$ cat src/rtl/alu_pkg.sv
`default_nettype none
// ============================================================================
// Package  : alu_pkg
// Purpose  : Shared definitions for the ALU command dispatcher: opcodes,
//            response error codes, dispatcher FSM states and the command
//            payload layout.
// Revision : 1.0 - initial release
// ============================================================================
package alu_pkg;

    // ALU opcodes
    localparam logic [1:0] OP_ADD = 2'b00;
    localparam logic [1:0] OP_SUB = 2'b01;
    localparam logic [1:0] OP_MUL = 2'b10;
    localparam logic [1:0] OP_DIV = 2'b11;

    // Response status codes
    localparam logic [1:0] ERR_OK      = 2'b00;
    localparam logic [1:0] ERR_TIMEOUT = 2'b01;
    localparam logic [1:0] ERR_ILLEGAL = 2'b10;

    // Dispatcher FSM states
    typedef enum logic [1:0] {
        ST_IDLE  = 2'd0,
        ST_ISSUE = 2'd1,
        ST_WAIT  = 2'd2,
        ST_RESP  = 2'd3
    } disp_state_t;

    // Fixed-width part of a command. The tag width is chosen per instance,
    // so the tag is appended below this struct in the FIFO word:
    // {opcode, a, b, tag}.
    typedef struct packed {
        logic [1:0] opcode;
        logic [7:0] a;
        logic [7:0] b;
    } alu_cmd_core_t;

    localparam int CMD_CORE_W = 18;

    // DIV is only legal when the attached ALU was built with a divider.
    function automatic logic is_illegal_op(input logic [1:0] op, input logic div_en);
        return (op == OP_DIV) && !div_en;
    endfunction

endpackage
`default_nettype wire

$ cat src/rtl/alu_cmd_fifo.sv
`default_nettype none
// ============================================================================
// Module   : alu_cmd_fifo
// Purpose  : Synchronous command FIFO. Registered-pointer design with an
//            extra wrap bit on each pointer to tell full from empty. Read
//            data is the current head; a word written at an edge is visible
//            only after that edge (no fall-through).
// Ports    : clk, rst         - clock, synchronous active-high reset
//            push, wdata      - write request and data (ignored when full)
//            pop, rdata       - read request (ignored when empty), head data
//            full, empty      - occupancy flags
//            count            - occupancy, 0..DEPTH
// Revision : 1.0 - initial release
// ============================================================================
module alu_cmd_fifo #(
    parameter int DEPTH = 4,
    parameter int WIDTH = 22
) (
    input  logic                     clk,
    input  logic                     rst,
    input  logic                     push,
    input  logic [WIDTH-1:0]         wdata,
    input  logic                     pop,
    output logic [WIDTH-1:0]         rdata,
    output logic                     full,
    output logic                     empty,
    output logic [$clog2(DEPTH):0]   count
);

    localparam int               c_aw      = $clog2(DEPTH);
    localparam logic [c_aw:0]    c_ptr_one = (c_aw + 1)'(1);

    logic [WIDTH-1:0] r_mem [DEPTH];
    logic [c_aw:0]    r_wr_ptr;
    logic [c_aw:0]    r_rd_ptr;
    logic             w_push;
    logic             w_pop;

    assign w_push = push && !full;
    assign w_pop  = pop && !empty;

    // Same index with differing wrap bits means the writer lapped the reader.
    assign full  = (r_wr_ptr[c_aw] != r_rd_ptr[c_aw]) &&
                   (r_wr_ptr[c_aw-1:0] == r_rd_ptr[c_aw-1:0]);
    assign empty = (r_wr_ptr == r_rd_ptr);
    assign count = r_wr_ptr - r_rd_ptr;
    assign rdata = r_mem[r_rd_ptr[c_aw-1:0]];

    always_ff @(posedge clk) begin
        if (rst) begin
            r_wr_ptr <= '0;
            r_rd_ptr <= '0;
        end else begin
            if (w_push) begin
                r_wr_ptr <= r_wr_ptr + c_ptr_one;
            end
            if (w_pop) begin
                r_rd_ptr <= r_rd_ptr + c_ptr_one;
            end
        end
    end

    // Storage needs no reset: the pointers alone define what is valid.
    always_ff @(posedge clk) begin
        if (w_push) begin
            r_mem[r_wr_ptr[c_aw-1:0]] <= wdata;
        end
    end

endmodule
`default_nettype wire

$ cat src/rtl/alu_dispatcher.sv
`default_nettype none
// ============================================================================
// Module   : alu_dispatcher
// Purpose  : Buffers ALU requests in a small FIFO, issues them one at a time
//            to alu_top with a start/done handshake, and returns each 16-bit
//            result with its tag and a status code on a valid/ready port.
// Ports    : clk, rst                        - clock, sync active-high reset
//            cmd_valid/ready, cmd_opcode/a/b/tag - command input
//            alu_start, alu_opcode, alu_operand_A/B - request to alu_top
//            alu_result, alu_done            - completion from alu_top
//            rsp_valid/ready, rsp_result/opcode/tag/err - response output
//            busy, fifo_count                - status
// Revision : 1.0 - initial release
// ============================================================================
module alu_dispatcher
    import alu_pkg::*;
#(
    parameter int DEPTH          = 4,
    parameter int TAG_W          = 4,
    parameter int TIMEOUT_CYCLES = 64,
    parameter int ENABLE_DIV     = 0
) (
    input  logic                    clk,
    input  logic                    rst,
    input  logic                    cmd_valid,
    output logic                    cmd_ready,
    input  logic [1:0]              cmd_opcode,
    input  logic [7:0]              cmd_a,
    input  logic [7:0]              cmd_b,
    input  logic [TAG_W-1:0]        cmd_tag,
    output logic                    alu_start,
    output logic [1:0]              alu_opcode,
    output logic [7:0]              alu_operand_A,
    output logic [7:0]              alu_operand_B,
    input  logic [15:0]             alu_result,
    input  logic                    alu_done,
    output logic                    rsp_valid,
    input  logic                    rsp_ready,
    output logic [15:0]             rsp_result,
    output logic [1:0]              rsp_opcode,
    output logic [TAG_W-1:0]        rsp_tag,
    output logic [1:0]              rsp_err,
    output logic                    busy,
    output logic [$clog2(DEPTH):0]  fifo_count
);

    localparam int                 c_fifo_w   = CMD_CORE_W + TAG_W;
    localparam int                 c_tmr_w    = $clog2(TIMEOUT_CYCLES + 1);
    localparam logic [c_tmr_w-1:0] c_tmo_last = c_tmr_w'(TIMEOUT_CYCLES - 1);
    localparam logic [c_tmr_w-1:0] c_tmr_one  = c_tmr_w'(1);
    localparam logic               c_div_en   = (ENABLE_DIV != 0);

    disp_state_t          r_state;
    logic [c_tmr_w-1:0]   r_timer;
    logic                 r_alu_start;
    logic [1:0]           r_alu_opcode;
    logic [7:0]           r_alu_a;
    logic [7:0]           r_alu_b;
    logic [TAG_W-1:0]     r_tag;
    logic                 r_rsp_valid;
    logic [15:0]          r_rsp_result;
    logic [1:0]           r_rsp_opcode;
    logic [TAG_W-1:0]     r_rsp_tag;
    logic [1:0]           r_rsp_err;

    logic                 w_full;
    logic                 w_empty;
    logic                 w_push;
    logic                 w_pop;
    logic [c_fifo_w-1:0]  w_head;
    alu_cmd_core_t        w_head_core;
    logic [TAG_W-1:0]     w_head_tag;

    // Ready depends only on registered FIFO state, so a pop in this cycle
    // never makes room for a push in the same cycle.
    assign cmd_ready   = !w_full && !rst;
    assign w_push      = cmd_valid && cmd_ready;
    assign w_pop       = (r_state == ST_IDLE) && !w_empty;
    assign w_head_core = w_head[c_fifo_w-1:TAG_W];
    assign w_head_tag  = w_head[TAG_W-1:0];

    alu_cmd_fifo #(
        .DEPTH (DEPTH),
        .WIDTH (c_fifo_w)
    ) u_fifo (
        .clk   (clk),
        .rst   (rst),
        .push  (w_push),
        .wdata ({cmd_opcode, cmd_a, cmd_b, cmd_tag}),
        .pop   (w_pop),
        .rdata (w_head),
        .full  (w_full),
        .empty (w_empty),
        .count (fifo_count)
    );

    always_ff @(posedge clk) begin
        if (rst) begin
            r_state      <= ST_IDLE;
            r_timer      <= '0;
            r_alu_start  <= 1'b0;
            r_alu_opcode <= '0;
            r_alu_a      <= '0;
            r_alu_b      <= '0;
            r_tag        <= '0;
            r_rsp_valid  <= 1'b0;
            r_rsp_result <= '0;
            r_rsp_opcode <= '0;
            r_rsp_tag    <= '0;
            r_rsp_err    <= '0;
        end else begin
            r_alu_start <= 1'b0;
            case (r_state)
                ST_IDLE: begin
                    if (!w_empty) begin
                        if (is_illegal_op(w_head_core.opcode, c_div_en)) begin
                            // Rejected without touching the ALU interface.
                            r_rsp_valid  <= 1'b1;
                            r_rsp_result <= '0;
                            r_rsp_opcode <= w_head_core.opcode;
                            r_rsp_tag    <= w_head_tag;
                            r_rsp_err    <= ERR_ILLEGAL;
                            r_state      <= ST_RESP;
                        end else begin
                            r_alu_opcode <= w_head_core.opcode;
                            r_alu_a      <= w_head_core.a;
                            r_alu_b      <= w_head_core.b;
                            r_tag        <= w_head_tag;
                            r_alu_start  <= 1'b1;
                            r_state      <= ST_ISSUE;
                        end
                    end
                end
                ST_ISSUE: begin
                    // done is not looked at here; it may only follow start.
                    r_timer <= '0;
                    r_state <= ST_WAIT;
                end
                ST_WAIT: begin
                    if (alu_done) begin
                        r_rsp_valid  <= 1'b1;
                        r_rsp_result <= alu_result;
                        r_rsp_opcode <= r_alu_opcode;
                        r_rsp_tag    <= r_tag;
                        r_rsp_err    <= ERR_OK;
                        r_state      <= ST_RESP;
                    end else if (r_timer == c_tmo_last) begin
                        // This is the TIMEOUT_CYCLES-th WAIT cycle without done.
                        r_rsp_valid  <= 1'b1;
                        r_rsp_result <= '0;
                        r_rsp_opcode <= r_alu_opcode;
                        r_rsp_tag    <= r_tag;
                        r_rsp_err    <= ERR_TIMEOUT;
                        r_state      <= ST_RESP;
                    end else begin
                        r_timer <= r_timer + c_tmr_one;
                    end
                end
                ST_RESP: begin
                    if (rsp_ready) begin
                        r_rsp_valid <= 1'b0;
                        r_state     <= ST_IDLE;
                    end
                end
                default: begin
                    r_state <= ST_IDLE;
                end
            endcase
        end
    end

    assign alu_start     = r_alu_start;
    assign alu_opcode    = r_alu_opcode;
    assign alu_operand_A = r_alu_a;
    assign alu_operand_B = r_alu_b;
    assign rsp_valid     = r_rsp_valid;
    assign rsp_result    = r_rsp_result;
    assign rsp_opcode    = r_rsp_opcode;
    assign rsp_tag       = r_rsp_tag;
    assign rsp_err       = r_rsp_err;
    assign busy          = (r_state != ST_IDLE) || !w_empty;

endmodule
`default_nettype wire

$ cat config.mk
export PLATFORM = sky130hd
export DESIGN_NAME = alu_dispatcher
export DESIGN_NICKNAME = d
export VERILOG_FILES = /design/src/rtl/alu_pkg.sv /design/src/rtl/alu_cmd_fifo.sv /design/src/rtl/alu_dispatcher.sv
export SDC_FILE = /design/constraint.sdc
export NUM_CORES = 1
export LEC_CHECK = 0
export BUFFER_PORTS_ARGS = -buffer_cell sky130_fd_sc_hd__buf_2
export CAP_MARGIN = 20
export CORE_UTILIZATION = 32
export DETAILED_ROUTE_END_ITERATION = 16
export PLACE_DENSITY = 0.56
export RECOVER_POWER = 50
export SYNTH_ARGS = -nofsm -noshare
export SYNTH_HDL_FRONTEND = slang
export SYNTH_SLANG_ARGS = --single-unit
$ cat constraint.sdc
create_clock -name clk -period 5.27 [get_ports clk]
set_input_delay 0.7905 -clock clk [delete_from_list [all_inputs] [get_ports clk]]
set_output_delay 0.7905 -clock clk [all_outputs]
set_load 0.01 [all_outputs]
# Word-level counts from Yosys, hierarchy flattened
# Memories as Yosys holds them, arrays and structs flattened. A register that Yosys moved wholly into a read port is not among the register bits.
# Index checks and enable logic that the tools add are counted.
classes:
  n_addsub: 4
  reduce_logical: 21
  mux: 40
  eq_ne: 14
  n_bitwise: 3
op_table:
  columns: ["cell", "n"]
  rows:
  - ["$mux 16", 4]
  - ["$pmux 16 s2", 1]
  - ["$mux 2", 15]
  - ["$mux 4", 4]
  - ["$mux 7", 2]
  - ["$pmux 7 s2", 1]
  - ["$reduce_and 3->1", 3]
  - ["$mux 1", 8]
  - ["$ne 2x2->1 const B", 4]
  - ["$pmux 2 s2", 2]
  - ["$pmux 2 s4", 1]
  - ["$pmux 4 s2", 1]
  - ["$add 7x1->7 const B", 1]
  - ["$eq 7x6->1 const B", 1]
  - ["$add 3x1->3 const B", 2]
  - ["$eq 2x2->1 const B", 3]
  - ["$logic_and 1x1->1", 6]
  - ["$reduce_bool 2->1", 3]
  - ["$reduce_and 5->1", 1]
  - ["$reduce_and 4->1", 1]
  - ["$eq 3x3->1", 1]
  - ["$logic_not 1->1", 3]
  - ["$ne 3x3->1 const B", 1]
  - ["$not 1->1", 3]
  - ["10 further kinds", 10]
word_totals:
  ramBits: 88
  out_inout_bits: 49
  ff_bits: 63
  elab_cells: 97
  input_bits: 43
  mem_count: 1
memory_table:
  columns: ["name", "words", "width", "rd", "rd_clocked_by_memory_dff", "wr", "line", "rtl"]
  rows:
  - ["u_fifo.r_mem", 4, 22, 1, 1, 1, "alu_cmd_fifo.sv:33", "logic [WIDTH-1:0] r_mem [DEPTH];"]

# Logic depth before layout (Yosys ltp)
# Gate-level depths: netlist of the first run.
logic_depth:
  word_depth: 8
  mapped_depth: 8
  depth_no_buf: 7

# Modules after synthesis
# Synthesis of the first run repeated with hierarchy kept, for this count alone.
hier_totals:
  cells_unflattened: 469
  area_unflattened_um2: 6139.6
by_module_without_submodules:
  columns: ["mod", "area_each_um2", "seq_area_each_um2", "n_inst", "cells_per_inst"]
  rows:
  - ["alu_cmd_fifo", 3748.6, 2802.7, 1, 181]
  - ["alu_dispatcher", 2391.0, 1141.1, 1, 288]

# Worst setup path before layout of the first run
# Ideal clock, no wire load.
synth_timing:
  kind: "in2reg"
  startpoint: "in rst"
  endpoint: "mem u_fifo.r_mem[3][0], enable pin"
  path_slack_ns: 2.720
  cell_stages: 3
  path_buffers: 1
  t_required_ns: 4.888
  arrival_time_ns: 2.168
  setup_ns: 0.382
  path_cell_list: "clkbuf_1 -> a311oi_1 -> and2_1"
synth_via:
  elab_chain_cells: 6
synth_rtl:
  columns: ["item", "line", "rtl"]
  rows:
  - ["from (decl)", "alu_dispatcher.sv:24", "input logic rst,"]
  - ["$logic_not 1->1", "alu_dispatcher.sv:76", "assign cmd_ready = !w_full && !rst;"]
  - ["$logic_and 1x1->1", "alu_dispatcher.sv:76", null]
  - ["$logic_and 1x1->1", "alu_dispatcher.sv:77", "assign w_push = cmd_valid && cmd_ready;"]
  - ["$logic_and 1x1->1", "alu_cmd_fifo.sv:39", "assign w_push = push && !full;"]
  - ["$mux 1", "alu_cmd_fifo.sv:65", "if (w_push) begin"]
  - ["$mux 1 (not written as such)", "alu_cmd_fifo.sv:66", "r_mem[r_wr_ptr[c_aw-1:0]] <= wdata;"]
  - ["to (decl)", "alu_cmd_fifo.sv:33", null]
# Every way passes these cells.

==> impl_metrics.json, run 1 <==
{
  "max_cap_violations": 1,
  "clk_pin_slew_ns": 0.06,
  "ant_nets": 0,
  "firstDrtPassIters": 6,
  "max_slew.worst_pin.slew_ns": 1.51,
  "hold_path_end": "r_tag[0]",
  "synth-seq-cells": 153,
  "violations": "capacitance limit, slew limit",
  "ys_types": 37,
  "reg2reg_slack_ns": 1.95,
  "mostFrequentLayoutCells": "88 x edfxtp_1, 69 x clkbuf_1, 67 x nand2_1",
  "drc_errors": 0,
  "area_growth_pct": 20.8,
  "clk_latency_ns": 0.42,
  "coreArea_um2": 18000,
  "die_area_um2": 18900,
  "place_area_um2": 6640,
  "max_freq_mhz": 301,
  "dpl_worst_slack_ns": 2.28,
  "slowest_delay_ns": 1.33,
  "dieWidth_um": 137,
  "initial_utilization_pct": 32.7,
  "multi_input_area_um2": 1790,
  "syn_area_um2": 5870,
  "cts_tree": "done",
  "grt_start_max_net_pins": 46,
  "synthAdderAreaFrac_pct": 2.90,
  "drt_iter0_drc": 113,
  "syn_inst": 437,
  "cts_buffer_depth": 2,
  "power_switching_uw": 1050,
  "synthSimpleGateAreaFrac_pct": 9.46,
  "holdCritStartpoint": "r_tag[0]",
  "outcome": "finished, violations left",
  "reg2reg_depth": 5,
  "ir_drop_mv": 0.344,
  "die_y_um": 137,
  "layout-drive-gt1-share_pct": 16.2,
  "grt_pass1_wl_um": 18500,
  "hold_path_class": "reg2reg",
  "ios": 92,
  "hold_depth": 2,
  "crit_family": "flip-flops",
  "setup_slack_ns": 1.95,
  "num_rows": 49,
  "synth_top_family_by_area": "simple AND/OR/NAND/NOR gates",
  "setup_violations": 0,
  "p_leak_uw": 0.00240,
  "worstPathRequired_ns": 5.62,
  "worstPathCellList": "mux4_2, and2_1, nor2_2, nand2_1, a21oi_1",
  "ctsResizeCount": 0,
  "muxShareOfSynthArea_pct": 9.46,
  "numCtsBuffers": 17,
  "critical_path_class": "reg2reg",
  "setup-tns-final_ns": 0,
  "ys_warn_count": 0,
  "regArea_um2": 3940,
  "p_int_uw": 2330,
  "combinationalPowerShare_pct": 23.7,
  "final.period_utilization_pct": 63.0,
  "antenna_cells": 0,
  "nFillCells": 1720,
  "crit_path_end_kind": "flip-flop",
  "wl_per_cell_um": 15.4,
  "maxSlewViolCount": 23,
  "io_buffers": 91,
  "hold_viol_final": 0,
  "final_common_cell": "edfxtp_1",
  "cts_sinks": 153,
  "yosysSeqAreaShare_pct": 67.2,
  "swShare_pct": 30.9,
  "timing.slew.headroom_pct": -0.731,
  "gp_congestion": 0.759,
  "worst_setup_path_start_kind": "flip-flop",
  "overflow": 0,
  "synth_compound_area_share_pct": 7.23,
  "cts_setup_buffers": 0,
  "antenna_found_initial": 0,
  "seq_power_share_pct": 44.2,
  "grt.total_usage_pct": 13.4,
  "worstPathArrival_ns": 3.67,
  "hpwl_um": 7900,
  "vias_per_cell": 4.73,
  "fin_skew_ns": 0.00627,
  "crit_fanout": 22,
  "root_buffer": "clkbuf_16",
  "fin_area_um2": 7090,
  "synth.avg_cell_area_um2": 13.4,
  "power_uw": 3380,
  "powerDensity_nw_per_um2": 477,
  "cts-hold-fix-buffers": 0,
  "slowest_stage": "dfxtp_1",
  "layout.nets": 587,
  "critPathBufInv": 0,
  "rsz0062_at_grt": "no",
  "rr_endpoint": "alu_operand_B[2]",
  "synth_xor_area_share_pct": 1.34,
  "htreeDepth": 4,
  "vias": 3658,
  "min_period_ns": 3.32,
  "syn_nets": 493,
  "p_clk_share_pct": 32.1,
  "postRouteWirelength_um": 11900,
  "grt_pass1_vias": 3623
}
[through the flow]
stage / std cells / hold WS, ns / utilization [%]
3_5_place_dp: 741 / 0.446 / 37.0
6_report: 773 / 0.453 / 39.5
2_1_floorplan: 437 / 0.430 / -
5_1_grt: 773 / 0.475 / 39.5
3_3_place_gp: 737 / 0.439 / 36.4
4_1_cts: 773 / 0.454 / 40.0
[power groups by stage]
stage | logic, µW | registers (µW) | clock network, µW
4_1_cts | 838 | 1500 | 1120
6_report | 801 | 1490 | 1090
3_3_place_gp | 803 | 1520 | 0
5_1_grt | 896 | 1520 | 1170
3_5_place_dp | 833 | 1520 | 0
2_1_floorplan | 572 | 1510 | 0
[worst register-to-register path: cells and delay by family (launching register included)]
family	cells	cell delay [ns]
DFF	1	1.33
AOI/OAI and AO/OA	1	0.16
and+or+nand+nor	3	1.07
muxes	1	0.71
[metal layers]
| metal | GRT usage (%) | up-vias | share of wire (%) |
|---|---|---|---|
| li1 | - | 1773 | - |
| met1 | 16.0 | 1768 | 45 |
| met2 | 22.3 | 108 | 47 |
| met3 | 5.08 | 9 | 7.1 |
| met4 | 4.40 | 0 | 1.0 |
| met5 | 0 | - | 0 |
[synth_stat cells (all sizes together)]
| library cell | count | share of area, % |
|---|---|---|
| buf | 4 | 0.36 |
| fa | 1 | 0.34 |
| and3 | 2 | 0.21 |
| xor2 | 6 | 0.90 |
| a2111oi | 1 | 0.47 |
| nor2 | 26 | 1.7 |
| nor2b | 3 | 0.32 |
| mux2i | 6 | 1.0 |
| o22a | 1 | 0.15 |
| o21a | 1 | 0.13 |
| o21ai | 20 | 1.7 |
| inv | 13 | 0.83 |
| o2111ai | 2 | 0.30 |
| a31oi | 1 | 0.11 |
| a311oi | 2 | 0.30 |
| xnor2 | 3 | 0.45 |
| nand2 | 68 | 4.4 |
| edfxtp | 88 | 45 |
| or2 | 2 | 0.21 |
| and2 | 5 | 0.53 |
| a32o | 1 | 0.17 |
| clkbuf | 19 | 1.2 |
| ha | 12 | 2.6 |
| nand2b | 2 | 0.21 |
| o41a | 1 | 0.19 |
| nand3b | 1 | 0.13 |
| o31ai | 1 | 0.13 |
| nand3 | 16 | 1.4 |
| mux4 | 22 | 8.4 |
| o211a | 1 | 0.17 |
| nor3 | 5 | 0.43 |
| a21oi | 28 | 2.4 |
| a211oi | 8 | 1.0 |
| dfxtp | 65 | 22 |
[flip-flops by register name, summed over array words and instances (netlist names), named ones only]
name	flops
alu_opcode	2
alu_operand_A	8
alu_operand_B	8
alu_start	1
r_state	2
r_tag	4
r_timer	7
rsp_err	2
rsp_opcode	2
rsp_result	16
rsp_tag	4
rsp_valid	1
u_fifo.r_mem	88
u_fifo.r_rd_ptr	3
u_fifo.r_wr_ptr	3
[cells by family (layout without fill, tap and decap cells)]
| family | Yosys count | in the layout |
|---|---|---|
| flops | 153 | 153 |
| simple gates | 130 | 130 |
| compound gates | 68 | 68 |
| buf+inv | 36 | 143 |
| mux | 28 | 28 |
| fa+ha+maj | 13 | 13 |
| xor+xnor | 9 | 9 |
[area by class of cell]
cell class | instances | share of cell area [%]
Timing Repair Buffer | 98 | 6.93
Inverter | 13 | 0.688
Multi-Input combinational cell | 248 | 25.2
Clock inverter | 11 | 1.06
Tap cell | 229 | 4.04
Sequential cell | 153 | 55.6
Clock buffer | 21 | 6.49
[how the worst max path moves through the flow]
stage / startpoint / endpoint / cells after the start
floorplan: rst / u_fifo.r_mem[3][0] / 3
finish: flip-flop / alu_operand_B[2] / 5
global placement: cmd_valid / u_fifo.r_mem[1][5] / 4
CTS: flip-flop / alu_operand_A[5] / 5
detailed placement: flip-flop / alu_operand_A[5] / 5
global route: flip-flop / alu_operand_B[2] / 5
Note: power is estimated with default switching activity, not from simulation.
==> run 2: changes to the inputs <==
--- a/config.mk
+++ b/config.mk
@@ -5,6 +5,7 @@
 export SDC_FILE = /design/constraint.sdc
 export NUM_CORES = 1
 export LEC_CHECK = 0
+export ABC_AREA = 1
 export BUFFER_PORTS_ARGS = -buffer_cell sky130_fd_sc_hd__buf_2
 export CAP_MARGIN = 20
 export CORE_UTILIZATION = 32
==> constraint.sdc (replaced) <==
create_clock -name clk -period 3.3 [get_ports clk]
set_input_delay 0.495 -clock clk [delete_from_list [all_inputs] [get_ports clk]]
set_output_delay 0.495 -clock clk [all_outputs]
set_load 0.01 [all_outputs]
==> run 2 against run 1 <==
The flow now finishes without violations. Clock power up 77%. Die area up 7.5%. Final cell count up 33%. Sequential power up 70%. Synthesized cell count up 52%. Critical path type unchanged. Combinational power rose to 2.9 times the previous value. Clock-buffer cell count down 4. Via count up 25%. Area after synthesis up 7.6%. Sequential cell count unchanged. Design area up 5.9%. Power up 100%.
==> impl_metrics.json, run 2 <==
{
  "synth_area_leaders": "edfxtp_1 42%, dfxtp_1 21%, nand2_1 9.7%",
  "root_buffer": "clkbuf_16",
  "clk_latency_ns": 0.43,
  "syn_nets": 719,
  "hold_path_class": "in2reg",
  "final_common_cell": "nand2_1",
  "setup-tns-final_ns": 0,
  "cts_tree": "done",
  "syn_inst": 663,
  "firstDrtPassIters": 5,
  "layout.nets": 804,
  "rsz0062_at_grt": "no",
  "io_buffers": 91,
  "rr_endpoint": "rsp_opcode[0]",
  "max_cap_violations": 0,
  "ys_warn_count": 0,
  "yosysMostFrequentCell": "nand2_1",
  "grt_pass1_vias": 4266,
  "numCtsBuffers": 17,
  "critical_path_class": "reg2reg",
  "worst_setup_path_start_kind": "flip-flop",
  "slowest_delay_ns": 0.66,
  "fin_skew_ns": 0.0111,
  "outcome": "finished, final reports clean",
  "layout-drive-gt1-share_pct": 10.5,
  "slowest_stage": "clkbuf_2",
  "cts_setup_buffers": 0,
  "initial_utilization_pct": 32.6,
  "antenna_cells": 0,
  "cts_sinks": 153,
  "ant_nets": 0,
  "nFillCells": 1998,
  "final.period_utilization_pct": 72.9,
  "vias": 4560,
  "syn_area_um2": 6320,
  "yosysTopAreaCellShare_pct": 41.8,
  "timing.slew.headroom_pct": 44.3,
  "ios": 92,
  "grt.total_usage_pct": 14.4,
  "fin_cells": 1026,
  "yosysSeqAreaShare_pct": 62.4,
  "cts-hold-fix-buffers": 0,
  "grt_pass1_wl_um": 22100,
  "mostFrequentLayoutCells": "164 x nand2_1, 88 x edfxtp_1, 85 x nor2_1",
  "wl_per_cell_um": 13.7,
  "reg2reg_depth": 10,
  "htreeDepth": 4,
  "clk_pin_slew_ns": 0.07,
  "synth_ff_type": "edfxtp_1",
  "antenna_found_initial": 2,
  "p_leak_uw": 0.00292,
  "largest_reg_flops": 88,
  "synth.avg_cell_area_um2": 9.53,
  "crit_path_end_kind": "flip-flop",
  "synth_area_leader_cell": "edfxtp_1",
  "ys_types": 34,
  "synth-seq-cells": 153,
  "max_freq_mhz": 416,
  "maxSlewViolCount": 0,
  "worstPathArrival_ns": 2.72,
  "dpl_worst_slack_ns": 1.05,
  "ctsResizeCount": 0,
  "setup_slack_ns": 0.894,
  "synth-edff-count": 88,
  "hold_path_end": "u_fifo.r_mem[3][2]",
  "gp_congestion": 0.811,
  "powerDensity_nw_per_um2": 907,
  "worstPathCellList": "clkbuf_2, nand2_1, nand2_1, nand2_1, nand2_2, nand2_2, nand2_4, nand3_4, nor2_1, nor2_1",
  "grt_start_max_net_pins": 45,
  "drc_errors": 0,
  "dieWidth_um": 143,
  "ir_drop_mv": 0.323,
  "worst_path_most_repeated_cell": "nand2_1",
  "synthTopCellsByCount": "164 x nand2_1, 88 x edfxtp_1, 88 x nor2_1, 65 x dfxtp_1, 54 x inv_1",
  "place_area_um2": 7020,
  "hpwl_um": 9210,
  "holdCritStartpoint": "cmd_tag[2]",
  "hold_depth": 1,
  "overflow": 0,
  "reg2reg_slack_ns": 0.89,
  "die_y_um": 143,
  "drt_iter0_drc": 234,
  "hold_viol_final": 0,
  "fin_area_um2": 7510,
  "min_period_ns": 2.41,
  "power_uw": 6810,
  "coreArea_um2": 19400,
  "max_slew.worst_pin.slew_ns": 0.836,
  "async_flop_share_pct": 0,
  "cts_buffer_depth": 2,
  "area_growth_pct": 19.0,
  "worstPathRequired_ns": 3.62,
  "setup_violations": 0,
  "postRouteWirelength_um": 14100,
  "crit_fanout": 44,
  "die_area_um2": 20300,
  "vias_per_cell": 4.44,
  "dp.cells": 994,
  "num_rows": 51
}
## run 2: metal layers
metal | routed length, µm | vias up | global-route usage (%)
met4 | 187 | 4 | 5.72
li1 | - | 2380 | -
met5 | 25 | - | 0
met2 | 6580 | 77 | 22.7
met1 | 6540 | 2083 | 18.1
met3 | 776 | 16 | 4.74
## run 2: logic make-up after synthesis
kind of cell             Yosys count  synth area share [%]
adder cells (fa/ha/maj)           13                  2.69
buffers and inverters             92                  6.10
flip-flops                       153                  62.4
XOR/XNOR                           2                 0.277
AND/OR/NAND/NOR                  292                  19.0
AO/OA/AOI/OAI                    111                  9.53
## run 2: critical path, delay by kind of cell, from the launching register on
| family | cells | cell delay [ns] |
|---|---|---|
| simple gates | 9 | 1.27 |
| buf+inv | 1 | 0.66 |
| flops | 1 | 0.37 |
## run 2: how the worst max path moves through the flow
| stage | cells past startpoint | to | from |
|---|---|---|---|
| 2_1_floorplan | 7 | u_fifo.r_mem[3][0] | u_fifo.r_wr_ptr[0] |
| 3_3_place_gp | 10 | rsp_tag[0] | r_state[0] |
| 3_5_place_dp | 10 | rsp_opcode[1] | r_state[0] |
| 4_1_cts | 5 | fifo_count[2] | u_fifo.r_wr_ptr[0] |
| 5_1_grt | 11 | rsp_tag[0] | flip-flop |
| 6_report | 10 | rsp_opcode[0] | flip-flop |
## run 2: report_power, final
group          total, µW  switching (µW)  internal (µW)
clock               1930             804           1130
combinational       2360            1630            727
sequential          2530             180           2350
total               6810            2610           4200
## run 2: per-stage QoR
step                      utilization [%]  hold WS [ns]
final                                38.7         0.322
after detailed placement             36.2         0.446
after CTS                            39.2         0.270
after global routing                 38.7         0.324
after floorplan                         -         0.446
after global placement               36.2         0.444
## run 2: layout make-up
type / count / area, µm² / area share, %
Sequential cell: 153 / 3940 / 52.5
Clock inverter: 15 / 166 / 2.21
Timing Repair Buffer: 100 / 437 / 5.81
Clock buffer: 17 / 425 / 5.66
Inverter: 58 / 220 / 2.93
Multi-Input combinational cell: 418 / 1990 / 26.5
Tap cell: 265 / 332 / 4.41
